`src/rtl/mem_readout_reduce.sv`:
```
// Reads coefficients 0..deg from the accumulator RAM and streams each value
// reduced mod Q through a 3-stage Barrett pipeline on a valid/ready output.
module mem_readout_reduce #(
  parameter int Q         = 5167,
  parameter int IN_W      = 26,
  parameter int OUT_W     = 13,
  parameter int ADDR_W    = 11,
  parameter int BARRETT_M = 12987,
  parameter int BARRETT_K = 26
) (
  input  logic              clk,
  input  logic              rst,
  input  logic              start,
  input  logic [ADDR_W-1:0] deg,
  output logic [ADDR_W-1:0] rd_addr,
  input  logic [IN_W-1:0]   rd_data,
  output logic              out_valid,
  input  logic              out_ready,
  output logic [OUT_W-1:0]  out_data,
  output logic [ADDR_W-1:0] out_index,
  output logic              out_last,
  output logic              busy,
  output logic              done
);

  localparam int PROD_W = IN_W + 14;
  localparam int QH_W   = 14;
  localparam int R_W    = OUT_W + 1;
  localparam logic [R_W-1:0] Q_R = R_W'(Q);

  // Handshake: a beat transfers on a rising edge where out_valid && out_ready;
  // while out_valid && !out_ready every stage and rd_addr hold their values.

  typedef enum logic [1:0] {IDLE, READ, DRAIN, DONE} state_t;

  state_t state_q, state_d;

  logic [ADDR_W-1:0] deg_q, rd_addr_q;
  logic              s1_valid_q, s1_last_q;
  logic [IN_W-1:0]   s1_x_q;
  logic [ADDR_W-1:0] s1_idx_q;
  logic              s2_valid_q, s2_last_q;
  logic [IN_W-1:0]   s2_x_q;
  logic [QH_W-1:0]   s2_qhat_q;
  logic [ADDR_W-1:0] s2_idx_q;
  logic              out_valid_q, out_last_q;
  logic [OUT_W-1:0]  out_data_q;
  logic [ADDR_W-1:0] out_index_q;

  logic              advance, issue, at_last, last_hs;
  logic [QH_W-1:0]   qhat_d;
  logic [R_W-1:0]    r0, r1;
  logic [OUT_W-1:0]  red_d;

  assign advance = !out_valid_q || out_ready;
  assign issue   = (state_q == READ) && advance;
  assign at_last = (rd_addr_q == deg_q);
  assign last_hs = out_valid_q && out_ready && out_last_q;

  always_comb begin
    state_d = state_q;
    case (state_q)
      IDLE:    if (start) state_d = READ;
      READ:    if (issue && at_last) state_d = DRAIN;
      DRAIN:   if (last_hs) state_d = DONE;
      DONE:    state_d = IDLE;
      default: state_d = IDLE;
    endcase
  end

  always_ff @(posedge clk or posedge rst) begin
    if (rst) state_q <= IDLE;
    else     state_q <= state_d;
  end

  // qhat never exceeds the true quotient, so x - qhat*Q lies in [0, 3Q).
  assign qhat_d = QH_W'((PROD_W'(s1_x_q) * PROD_W'(BARRETT_M)) >> BARRETT_K);

  always_comb begin
    r0    = R_W'((IN_W + 1)'(s2_x_q) - (IN_W + 1)'(s2_qhat_q) * (IN_W + 1)'(Q));
    r1    = (r0 >= Q_R) ? r0 - Q_R : r0;
    red_d = OUT_W'((r1 >= Q_R) ? r1 - Q_R : r1);
  end

  always_ff @(posedge clk or posedge rst) begin
    if (rst) begin
      deg_q       <= '0;
      rd_addr_q   <= '0;
      s1_valid_q  <= 1'b0;
      s1_last_q   <= 1'b0;
      s1_x_q      <= '0;
      s1_idx_q    <= '0;
      s2_valid_q  <= 1'b0;
      s2_last_q   <= 1'b0;
      s2_x_q      <= '0;
      s2_qhat_q   <= '0;
      s2_idx_q    <= '0;
      out_valid_q <= 1'b0;
      out_last_q  <= 1'b0;
      out_data_q  <= '0;
      out_index_q <= '0;
    end else begin
      if (state_q == IDLE && start) begin
        deg_q     <= deg;
        rd_addr_q <= '0;
      end else if (issue && !at_last) begin
        rd_addr_q <= rd_addr_q + 1'b1;
      end
      if (advance) begin
        s1_valid_q  <= issue;
        s1_x_q      <= rd_data;
        s1_idx_q    <= rd_addr_q;
        s1_last_q   <= at_last;
        s2_valid_q  <= s1_valid_q;
        s2_x_q      <= s1_x_q;
        s2_qhat_q   <= qhat_d;
        s2_idx_q    <= s1_idx_q;
        s2_last_q   <= s1_last_q;
        out_valid_q <= s2_valid_q;
        out_data_q  <= red_d;
        out_index_q <= s2_idx_q;
        out_last_q  <= s2_last_q;
      end
    end
  end

  assign rd_addr   = rd_addr_q;
  assign out_valid = out_valid_q;
  assign out_data  = out_data_q;
  assign out_index = out_index_q;
  assign out_last  = out_last_q;
  assign busy      = (state_q != IDLE);
  assign done      = (state_q == DONE);

endmodule

```
`config.mk`:
```
export PLATFORM = sky130hd
export DESIGN_NAME = mem_readout_reduce
export DESIGN_NICKNAME = d
export VERILOG_FILES = /design/src/rtl/mem_readout_reduce.sv
export SDC_FILE = /design/constraint.sdc
export NUM_CORES = 1
export LEC_CHECK = 0
export BUFFER_PORTS_ARGS = -buffer_cell sky130_fd_sc_hd__buf_2
export CORE_UTILIZATION = 45
export DETAILED_ROUTE_END_ITERATION = 10
export HOLD_SLACK_MARGIN = 0.05
export PLACE_DENSITY_LB_ADDON = 0.08
export SLEW_MARGIN = 20
export SYNTH_ARGS = -nofsm -noshare
export SYNTH_HDL_FRONTEND = slang
export SYNTH_SLANG_ARGS = --single-unit
```
`constraint.sdc`:
```
create_clock -name clk -period 8.6 [get_ports clk]
set_input_delay 1.29 -clock clk [delete_from_list [all_inputs] [get_ports clk]]
set_output_delay 1.29 -clock clk [all_outputs]
set_load 0.005 [all_outputs]
```
==> results.json <==
{
  "viasPerCell": 4.89,
  "initial_core_util": 0.459,
  "drive_gt1_frac": 0.0939,
  "cts.repair_timing.setup_buffer_count": 0,
  "synth_seq_cells": 130,
  "drt_iter0_markers": 405,
  "worst_pin_slew_ps": 829,
  "critPathKind": "flip-flop to flip-flop",
  "port-buffer-count": 79,
  "synth_most_common_cell": "inv_1",
  "yosysUniqueCellTypes": 73,
  "worstPathArrival_ps": 7560,
  "rows": 66,
  "slew_violations": 0,
  "clkLatencyLatePin_ps": 450,
  "synthTopCellsByCount": "inv_1, ha_1, nand2_1",
  "min_period_ps": 7240,
  "die_h_um": 184,
  "drc": 0,
  "antenna_found_initial": 0,
  "clock-sinks": 130,
  "postSynthAreaPerCell_um2": 9.68,
  "htreeDepth": 4,
  "skew_ps": 15.8,
  "clockRootBuffer": "clkbuf_16",
  "area_growth_pct": 9.68,
  "cts_inserted_buffers": 17,
  "synth-main-ff-cell": "dfrtp_1",
  "grt_pass1_wl_um": 55400,
  "setup_tns_ps": 0,
  "seq_area_um2": 3250,
  "nFillCells": 3165,
  "synth_nets": 1997,
  "synthTopCellsByArea": "fa_1, dfrtp_1, ha_1",
  "postRouteAntennaNets": 0,
  "holdWs_ps": 455,
  "synthCells": 1547,
  "num_antenna_cells": 0,
  "synth_top_area_cell": "fa_1",
  "gp_congestion": 0.830,
  "grt_overflow": 0,
  "cts_resized": 0,
  "track_usage": 0.212,
  "rsz0062_at_grt": "no",
  "cap_violations": 0,
  "crit_required_ps": 8920,
  "yosysTopAreaCellShare": 0.258,
  "cp-start-kind": "flip-flop",
  "syn_area_um2": 15000,
  "clkSlewWorstSetupHoldPaths_ps": 70,
  "drtPass1Iterations": 4,
  "routed_wirelength_um": 32600,
  "hold_viol": 0,
  "cts_tree": "done",
  "vias": 10100,
  "core_area_um2": 32600,
  "synth-edff-count": 0,
  "die_w_um": 184,
  "fp.dieArea_um2": 34000,
  "multi_input_area_um2": 10400,
  "async_flop_share": 1.00,
  "rrSetupSlack_ps": 1360,
  "nets": 2066,
  "io_pins": 80,
  "holdBufCountCts": 0,
  "setup_viol": 0,
  "detailed_place_hpwl_um": 26600,
  "maxSlewHeadroom": 0.448,
  "wl_per_cell_um": 15.8,
  "max_freq_mhz": 138,
  "post-route-period-util": 0.842,
  "status": "completed",
  "cp_max_fo": 21,
  "grt_pass1_vias": 10800,
  "grt_max_degree": 88,
  "cts_buffer_depth": 2,
  "end_kind": "flip-flop",
  "ys_warn_count": 0,
  "ys_seq_area_frac": 0.217,
  "hp-class": "flip-flop to flip-flop"
}
## final timing paths
| check | to | startpoint | depth (start not counted) |
|---|---|---|---|
| min reg2reg | out_valid | s2_valid_q | 1 |
| max reg2reg | out_data[7] | s2_qhat_q[3] | 26 |
| min in group asynchronous | out_index[4] | rst | 2 |
| max | out_data[7] | s2_qhat_q[3] | 26 |
| min | out_valid | s2_valid_q | 1 |
| max in group asynchronous | s1_x_q[18] | rst | 3 |
## sequential cells by signal (all words and copies together) (netlist names), 2 cells and up
| name | flops |
|---|---|
| s1_x_q | 26 |
| s2_qhat_q | 14 |
| s2_x_q | 14 |
| out_data | 13 |
| deg_q | 11 |
| out_index | 11 |
| rd_addr | 11 |
| s1_idx_q | 11 |
| s2_idx_q | 11 |
| state_q | 2 |
## kinds of logic (layout without fill, tap and decap cells)
| group | count (synthesis) | count (layout) | share of synthesized area |
|---|---|---|---|
| fa+ha+maj | 409 | 409 | 0.438 |
| compound gates | 212 | 212 | 0.0919 |
| simple gates | 337 | 337 | 0.0977 |
| mux | 23 | 23 | 0.0171 |
| flops | 130 | 130 | 0.217 |
| xor+xnor | 78 | 78 | 0.0471 |
| buf+inv | 358 | 440 | 0.0905 |
## per-stage QoR
stage                     utilization  instances  cell area [um2]  worst slack, ps
after CTS                       0.504       2071            16400             1370
after global placement          0.486       2039            15800             1530
after floorplan                     -       1547            15000             2140
after global routing            0.504       2071            16400              842
after detailed placement        0.486       2039            15800             1430
final                           0.504       2071            16400             1360
## layout by cell type (no fill, tap or decap), types with 4 or more instances in the layout
| cell type | instances |
|---|---|
| a211oi_1 | 4 |
| a21o_1 | 20 |
| a21oi_1 | 47 |
| a221o_1 | 4 |
| a31oi_1 | 6 |
| and2_1 | 6 |
| buf_2 | 79 |
| buf_4 | 6 |
| clkbuf_16 | 17 |
| clkinvlp_4 | 4 |
| dfrtp_1 | 130 |
| fa_1 | 193 |
| ha_1 | 216 |
| inv_1 | 321 |
| inv_6 | 7 |
| mux2_2 | 13 |
| mux2i_1 | 8 |
| nand2_1 | 210 |
| nand2b_1 | 5 |
| nand3_1 | 14 |
| nand4_1 | 5 |
| nor2_1 | 47 |
| nor3_1 | 18 |
| o211ai_1 | 5 |
| o21a_1 | 8 |
| o21ai_0 | 72 |
| o21ai_1 | 4 |
| or3_1 | 9 |
| xnor2_1 | 56 |
| xor2_1 | 20 |
## critical path: stages, from the launching register on
cell	delay, ps
dfrtp_1	430
inv_1	170
fa_1	570
inv_1	50
fa_1	450
ha_1	310
ha_1	270
inv_1	50
fa_1	520
inv_1	50
fa_1	490
inv_1	40
ha_1	320
or2_2	310
and4_1	220
o31ai_1	90
a21oi_1	150
nor3_1	530
a211oi_2	220
o21ai_2	150
buf_4	270
mux2i_1	420
a211oi_4	80
o22a_2	280
nor4_2	350
o211ai_1	110
nor3b_2	190
## metal layers
metal,track usage,up-vias,part of all wire
li1,-,5073,-
met1,0.308,4922,0.52
met2,0.339,113,0.45
met3,0.0310,19,0.024
met4,0.0377,0,0.0060
met5,0,-,0
## cell type report
class / instances / share of cell area
multi-input combinational: 1059 / 0.632
sequential: 130 / 0.198
inverter: 323 / 0.0741
tap: 442 / 0.0337
timing repair buffer: 85 / 0.0268
clock buffer: 18 / 0.0267
clock inverter: 14 / 0.00853
Power is left out: the tool's default activity adds up to more than one toggle a clock period on the data nets, which glitch-free logic cannot reach.
